--- src/rtl/bp_be_fe_queue_buffer.sv ---
// rtl/bp_be_fe_queue_buffer.sv - speculative FE queue buffer with read/commit/roll pointers
// Optional same-cycle bypass of an empty queue: BP_FE_QUEUE_BUFFER_BYPASS_EN
package bp_be_fe_queue_buffer_pkg;
    typedef enum logic [1:0] {
        e_bp_inv_cfg     = 2'd0,
        e_bp_default_cfg = 2'd1
    } bp_params_e;

    function automatic int fe_queue_width(input bp_params_e cfg);
        return (cfg == e_bp_default_cfg) ? 48 : 32;
    endfunction
endpackage

module bp_be_fe_queue_buffer
    import bp_be_fe_queue_buffer_pkg::*;
#(
    parameter bp_params_e bp_params_p = e_bp_inv_cfg,
    parameter int els_p = 8,
    localparam int fe_queue_width_lp = fe_queue_width(bp_params_p),
    localparam int ptr_w_lp = $clog2(els_p) + 1
) (
    input  logic                         clk_i,
    input  logic                         reset_i,
    input  logic [fe_queue_width_lp-1:0] fe_queue_i,
    input  logic                         fe_queue_v_i,
    output logic                         fe_queue_ready_o,
    output logic [fe_queue_width_lp-1:0] fe_queue_o,
    output logic                         fe_queue_v_o,
    input  logic                         fe_queue_yumi_i,
    input  logic                         commit_i,
    input  logic                         roll_i,
    input  logic                         clr_i,
    output logic [ptr_w_lp-1:0]          count_o
);

    logic [ptr_w_lp-1:0] wptr_q, wptr_d;
    logic [ptr_w_lp-1:0] rptr_q, rptr_d;
    logic [ptr_w_lp-1:0] cptr_q, cptr_d;
    logic [fe_queue_width_lp-1:0] mem_q [els_p];

    logic [ptr_w_lp-1:0] used;
    logic                enq;
    logic                stored_v;
    logic [fe_queue_width_lp-1:0] stored_data;

    // Fullness is judged against committed space only, so speculative reads never free slots.
    assign used             = wptr_q - cptr_q;
    assign fe_queue_ready_o = ~reset_i & (used < ptr_w_lp'(els_p));
    assign enq              = fe_queue_v_i & fe_queue_ready_o;
    assign count_o          = reset_i ? '0 : used;
    assign stored_v         = (rptr_q != wptr_q);
    assign stored_data      = mem_q[rptr_q[ptr_w_lp-2:0]];

`ifdef BP_FE_QUEUE_BUFFER_BYPASS_EN
    logic bypass;
    assign bypass       = ~stored_v & enq & ~clr_i & ~roll_i;
    assign fe_queue_v_o = ~reset_i & (stored_v | bypass);
    assign fe_queue_o   = bypass ? fe_queue_i : stored_data;
`else
    assign fe_queue_v_o = ~reset_i & stored_v;
    assign fe_queue_o   = stored_data;
`endif

    always_comb begin
        wptr_d = wptr_q;
        rptr_d = rptr_q;
        cptr_d = cptr_q;
        if (clr_i) begin
            // Flush collapses every pointer onto the unadvanced write pointer.
            rptr_d = wptr_q;
            cptr_d = wptr_q;
        end else begin
            wptr_d = wptr_q + ptr_w_lp'(enq);
            cptr_d = cptr_q + ptr_w_lp'(commit_i);
            if (roll_i) begin
                rptr_d = cptr_d;
            end else begin
                rptr_d = rptr_q + ptr_w_lp'(fe_queue_yumi_i);
            end
        end
    end

    always_ff @(posedge clk_i) begin
        if (reset_i) begin
            wptr_q <= '0;
            rptr_q <= '0;
            cptr_q <= '0;
        end else begin
            wptr_q <= wptr_d;
            rptr_q <= rptr_d;
            cptr_q <= cptr_d;
        end
    end

    always_ff @(posedge clk_i) begin
        if (enq & ~clr_i) begin
            mem_q[wptr_q[ptr_w_lp-2:0]] <= fe_queue_i;
        end
    end

`ifndef SYNTHESIS
    yumi_without_valid: assert property (@(posedge clk_i) disable iff (reset_i)
        fe_queue_yumi_i |-> fe_queue_v_o);
    commit_without_read: assert property (@(posedge clk_i) disable iff (reset_i)
        commit_i |-> (cptr_q != rptr_q));
`endif

endmodule

--- config.mk ---
export PLATFORM = sky130hd
export DESIGN_NAME = bp_be_fe_queue_buffer
export DESIGN_NICKNAME = d
export VERILOG_FILES = /design/src/rtl/bp_be_fe_queue_buffer.sv
export SDC_FILE = /design/constraint.sdc
export NUM_CORES = 1
export LEC_CHECK = 0
export CELL_PAD_IN_SITES_DETAIL_PLACEMENT = 1
export CELL_PAD_IN_SITES_GLOBAL_PLACEMENT = 1
export CORE_MARGIN = 5
export CORE_UTILIZATION = 50
export CTS_CLUSTER_DIAMETER = 40
export DETAILED_ROUTE_END_ITERATION = 8
export DONT_BUFFER_PORTS = 1
export HOLD_SLACK_MARGIN = 0.12
export PLACE_DENSITY_LB_ADDON = 0.1
export SETUP_SLACK_MARGIN = 0.02
export SLEW_MARGIN = 0
export SYNTH_ARGS = -nofsm -noshare
export SYNTH_HDL_FRONTEND = slang
export SYNTH_SLANG_ARGS = --single-unit
--- constraint.sdc ---
create_clock -name clk_i -period 3.7 [get_ports clk_i]
set_clock_uncertainty 0.2 [all_clocks]
set_input_delay 0.185 -clock clk_i [delete_from_list [all_inputs] [get_ports clk_i]]
set_output_delay 0.185 -clock clk_i [all_outputs]
set_load 0.1 [all_outputs]
After elaboration in Yosys (flattened, before gate mapping)
Memories as Yosys holds them, arrays and structs flattened. A register that Yosys moved wholly into a read port is not among the register bits.
Index checks and enable logic that the tools add are counted.
Widths: inputs -> output; s select.

operators by class
  add/sub/neg operators = 4
  multiply operators = 0
  div/mod/pow operators = 0
  $lt $le $gt $ge = 1
  equality and inequality tests = 1
  shift operators = 0
  muxes and demuxes = 7
  bitwise operators = 6
  reduce and logical (&&, ||, !) cells = 0

operators by type and width
  operator            number
  $mux 4              4
  $add 4x1->4         3
  $and 1x1->1         4
  $lt 4x4->1 const B  1
  $ne 4x4->1          1
  $sub 4x4->4         1
  $mux 3              1
  $mux 1              2
  $not 1->1           2

word-level totals
  register bits = 12
  bits in latches = 0
  bits in writable memories = 256
  bits in read-only memories = 0
  input bits = 39
  output and inout bits = 38
  word-level logic and storage cells = 23
  memories kept = 1

memory list
  name   words  bits a word  read ports  clocked after Yosys merged registers in  wr ports  RTL line  RTL
  mem_q  8      32           1           1                                        1         39        logic [fe_queue_width_lp-1:0] mem_q [els_p];

Depth between registers and ports, before layout
  word-level depth = 7
  gate-level depth with buffers = 11

Worst setup path after synthesis
No wires, ideal clock.

  path kind = register to register
  start = reg wptr_q[1]
  end = mem mem_q[2][0] in the netlist's numbering, enable pin
  library setup time = 0.432 ns
  data arrival time = 3.169 ns
  setup slack = -0.101 ns
  cell stages (with the launch flop) = 6
  cells stage by stage = dfxtp_1 -> ha_1 -> nor2b_1 -> o21a_1 -> or4_1 -> a21oi_1

between the ends
  word-level cells in the longest chain between the ends = 7

ends and longest elaborated chain
  element                       RTL line  RTL
  start, declared               36        logic [ptr_w_lp-1:0] wptr_q, wptr_d;
  start signal, assigned        89        wptr_q <= wptr_d;
  $sub 4x4->4                   47        assign used = wptr_q - cptr_q;
  $lt 4x4->1                    48        assign fe_queue_ready_o = ~reset_i & (used < ptr_w_lp'(els_p));
  $and 1x1->1                   48
  $and 1x1->1                   49        assign enq = fe_queue_v_i & fe_queue_ready_o;
  $and 1x1->1                   96        if (enq & ~clr_i) begin
  $mux 1                        96
  $mux 1 (implied by the code)  97        mem_q[wptr_q[ptr_w_lp-2:0]] <= fe_queue_i;
  end, declared                 39

Several ways; a longest one is shown, not always the timed one.

Worst setup path in the final report
  start = reg wptr_q[1]
  end = mem mem_q[3][15] in the netlist's numbering, enable pin

The elaborated chain is that of the path after synthesis.

==> flow_summary.rst <==
.. list-table::
   :header-rows: 1

   * - Metric
     - Value
   * - Wire length per cell after detailed routing
     - ~25 um
   * - Path class of the lowest-slack min-delay path
     - input pin to flip-flop
   * - Via count normalized by instance count
     - approximately 5.7
   * - Transition time at the pin with the least slew margin
     - ~1.2 ns
   * - P per Cell Area
     - just under 600 nW/um^2
   * - Total setup buffers inserted after CTS
     - 0
   * - Clock network latency to the later pin of the worst-skew pair
     - around 0.5 ns
   * - Pin count of the biggest net entering global routing
     - 33
   * - Clock-pin slew on the worst setup and hold paths
     - roughly 0.050 ns
   * - Non-filler instance count after layout
     - 860
   * - DRC Markers
     - 0
   * - Sequential cell fraction of total power
     - roughly 44%
   * - Slew Viols, Final
     - 0
   * - Switching power
     - 1647 uW
   * - Number of sinks driven by the clock tree
     - between 200 and 300
   * - Static leakage
     - around 0.0041 uW
   * - RSZ-0062 raised after global routing
     - false
   * - Post-synthesis compound-gate area fraction
     - 1.490%
   * - Main combinational cell family by area after synthesis
     - multiplexers
   * - Number of global-route vias before repair
     - ~5,600
   * - Number of cells upsized or downsized after cts
     - 0
   * - Crit path DAT
     - around 3 ns
   * - CTS tree
     - built
   * - Synth warn
     - 0
   * - I/O pin total
     - just under 80
   * - Clock buffer count from CTS
     - 35
   * - CORE AREA
     - ~21,000 um^2
   * - Slowest cell on the critical path
     - sky130_fd_sc_hd__or4_1
   * - GRT Util Overall
     - approximately 18%
   * - Detailed Place HPWL
     - about 12 mm
   * - Cell Chain, Critical Path
     - ha_1 > nor2b_1 > o21a_1 > or4_1 > a21oi_4 > buf_4
   * - Die Ht
     - approximately 160 um
   * - Vias
     - around 5,000
   * - Area share of fa/ha/maj cells after synthesis
     - 1.244%
   * - Clock Tree Root
     - sky130_fd_sc_hd__clkbuf_16
   * - Final hold vios
     - 0
   * - Required time of the critical path
     - between 3 and 4 ns
   * - Number of nets in the synthesized netlist
     - about 530
   * - Type of element capturing the critical path
     - flip-flop
   * - H-tree depth
     - 2
   * - Pre-CTS WS
     - between 0.5 and 0.6 ns
   * - Result of the run
     - completed
   * - Max-slew headroom
     - between 15 and 20%
   * - First-pass GRT wire length
     - ~33 mm
   * - Die Wd
     - between 150 and 200 um
   * - Least setup slack across all paths after layout
     - 0.6020 ns
   * - Initial Util
     - 50.74%
   * - Fraction of the mapped netlist area in simple logic gates
     - roughly 2.0%
   * - Die Footprint
     - approximately 24,000 um^2
   * - Global-route congestion overflow total
     - 0
   * - Cell-internal power
     - 5973 uW
   * - Synthesized instance count
     - between 400 and 500
   * - Max incr delay on CP
     - approximately 0.7 ns
   * - Final ANT Viol Nets
     - 0
   * - Maximum VDD drop
     - 429.3 uV
   * - FILL cells
     - 1,703
   * - Row Count
     - between 50 and 60
   * - Buffers & Inverters on Critical Path
     - 1
   * - Logic pwr share
     - 7.3%
   * - Type of the worst setup path
     - flip-flop to flip-flop
   * - Share of post-route cells with drive strength above 1
     - roughly 27%
   * - Area of the mapped netlist
     - 10,670 um^2
   * - Number of synthesized register bits
     - approximately 270
   * - Initial antenna violation count
     - 2
   * - Achievable frequency
     - roughly 0.32 GHz
   * - Commonest non-fill, non-tap cell in the layout
     - sky130_fd_sc_hd__edfxtp_1
   * - Net count of the finished layout
     - about 610
   * - Crit-path max FO
     - 32
   * - Area used by multi-input combinational logic
     - around 2600 um^2
   * - Cell family with most CP delay
     - simple AND/OR/NAND/NOR gates
   * - Aggregate routed wire length
     - between 20 and 25 mm
   * - Post-synthesis sequential area ratio
     - between 70% and 80%
   * - Min Tclk post-route
     - between 3 and 4 ns
   * - Area growth syn-to-layout
     - 20.26%
   * - Placed instance count
     - 756
   * - Proportion of total power due to net switching
     - a little over a fifth
   * - Detailed router's first-iteration violation count
     - 256
   * - Number of buffers added on ports
     - 0
   * - Post-synthesis mux area share
     - 18.07%
   * - Maximum Capacitance Violations
     - 0
   * - Clock buffer depth
     - 3
   * - Flip-flop and latch area
     - 7934 um^2
   * - Endpoints failing setup
     - 0
   * - Hold slack
     - 0.1495 ns
   * - Initial DRT Pass Iterations
     - 4
   * - Fin crit share
     - a little over four fifths
   * - Power share of the clock group
     - 48.5%
   * - Per-instance average area after synthesis
     - approximately 22 um^2
   * - Global placer's final weighted congestion
     - just over 0.7
   * - Launching element type of the critical path
     - flip-flop
   * - Post-synth cell types
     - 35
   * - Synth Area in XOR/XNOR
     - less than 1%
   * - Commonest cells after routing, fill and taps aside
     - sky130_fd_sc_hd__edfxtp_1 (256), sky130_fd_sc_hd__dlygate4sd3_1 (40), sky130_fd_sc_hd__clkbuf_16 (37), sky130_fd_sc_hd__mux4_2 (36), sky130_fd_sc_hd__mux2_2 (32)
==> logic make-up (layout without fill, tap and decap cells) <==
family,count (synthesis),count (layout)
and+or+nand+nor,39,39
adders and majority gates,10,10
buffers and inverters,29,128
muxes,98,98
AOI/OAI and AO/OA,28,28
other,0,2
xor gates and xnor gates,12,12
DFF,268,268
==> cells in the mapped netlist <==
library cell / n / area, um^2
sky130_fd_sc_hd__a31oi_1: 1 / 6.260
sky130_fd_sc_hd__nand2b_1: 7 / 43.79
sky130_fd_sc_hd__buf_2: 7 / 35.03
sky130_fd_sc_hd__buf_4: 1 / 7.510
sky130_fd_sc_hd__and3b_1: 1 / 8.760
sky130_fd_sc_hd__a41oi_1: 1 / 8.760
sky130_fd_sc_hd__a21oi_1: 17 / 85.08
sky130_fd_sc_hd__o21ai_0: 3 / 15.01
sky130_fd_sc_hd__mux4_2: 36 / 810.8
sky130_fd_sc_hd__xor2_1: 4 / 35.03
sky130_fd_sc_hd__inv_1: 4 / 15.01
sky130_fd_sc_hd__clkbuf_1: 10 / 37.54
sky130_fd_sc_hd__a211o_1: 1 / 8.760
sky130_fd_sc_hd__buf_6: 2 / 22.52
sky130_fd_sc_hd__o21ai_1: 1 / 5.000
sky130_fd_sc_hd__fa_1: 1 / 20.02
sky130_fd_sc_hd__mux2i_1: 2 / 20.02
sky130_fd_sc_hd__nand3_1: 4 / 20.02
sky130_fd_sc_hd__mux2_2: 32 / 360.4
sky130_fd_sc_hd__nand2_1: 5 / 18.77
sky130_fd_sc_hd__nand3b_1: 1 / 7.510
sky130_fd_sc_hd__o21a_1: 4 / 30.03
sky130_fd_sc_hd__nor2_1: 9 / 33.78
sky130_fd_sc_hd__edfxtp_1: 256 / 7687
sky130_fd_sc_hd__xnor2_1: 8 / 70.07
sky130_fd_sc_hd__ha_1: 9 / 112.6
sky130_fd_sc_hd__or4_1: 1 / 7.510
sky130_fd_sc_hd__buf_12: 4 / 80.08
sky130_fd_sc_hd__or3_1: 6 / 37.54
sky130_fd_sc_hd__or3_4: 1 / 11.26
sky130_fd_sc_hd__buf_1: 1 / 3.750
sky130_fd_sc_hd__dfxtp_1: 12 / 240.2
sky130_fd_sc_hd__mux4_1: 28 / 735.7
sky130_fd_sc_hd__nor2b_1: 3 / 18.77
sky130_fd_sc_hd__nor3_1: 1 / 5.000
==> registers in the layout, summed over array words and instances (netlist names) <==
signal and flops:
mem_q 256, rptr_q 4, cptr_q 4, wptr_q 4
==> path summary, 6_finish.rpt <==
path,start,end,slack (ns),depth (start not counted)
max,wptr_q[1],mem_q[3][15],0.60,6
min reg2reg,wptr_q[3],cptr_q[3],0.40,2
min,reset_i,wptr_q[0],0.15,5
max reg2reg,wptr_q[1],mem_q[3][15],0.60,6
==> power groups by stage <==
stage / registers (uW) / clock network, uW / logic, uW
2_1_floorplan: 3410 / 0 / 466
3_3_place_gp: 3430 / 0 / 491
3_5_place_dp: 3430 / 0 / 492
4_1_cts: 3370 / 3770 / 565
5_1_grt: 3370 / 3930 / 585
6_report: 3370 / 3690 / 560
==> metrics by stage <==
stage,util (%),total power [uW],setup TNS [ns],area [um^2]
floorplan,-,3876,-12.93,10670
global placement,52.94,3920,0,11130
detailed placement,52.94,3924,0,11130
CTS,60.99,7704,0,12820
global route,61.01,7880,0,12830
finish,61.01,7620,0,12830
==> worst register-to-register path, stage by stage, from the launching register on <==
cell,delay (ns)
sky130_fd_sc_hd__dfxtp_1,0.48
sky130_fd_sc_hd__ha_1,0.28
sky130_fd_sc_hd__nor2b_1,0.13
sky130_fd_sc_hd__o21a_1,0.23
sky130_fd_sc_hd__or4_1,0.72
sky130_fd_sc_hd__a21oi_4,0.19
sky130_fd_sc_hd__buf_4,0.48
==> routing by layer <==
| layer | vias up | GRT usage, % | wire [um] |
|---|---|---|---|
| li1 | 2176 | - | - |
| met1 | 2564 | 23.97 | 9150 |
| met2 | 101 | 30.30 | 10800 |
| met3 | 38 | 4.161 | 1103 |
| met4 | 0 | 6.128 | 476 |
| met5 | - | 0 | 0 |
==> final cells by class <==
cell class / instances / share of cell area, %
Antenna cell: 2 / 0.03902
Clock buffer: 44 / 7.502
Clock inverter: 18 / 2.575
Inverter: 4 / 0.1171
Multi-Input combinational cell: 187 / 20.62
Sequential cell: 268 / 61.86
Tap cell: 275 / 2.683
Timing Repair Buffer: 62 / 4.604
==> repair_timing <==
| item | in CTS | in global routing |
|---|---|---|
| hold buffers | 40 | 0 |
| endpoints found under the hold margin | 268 | 0 |
| setup endpoints to repair | 0 | 0 |
Power figures use the tool's default switching activity.
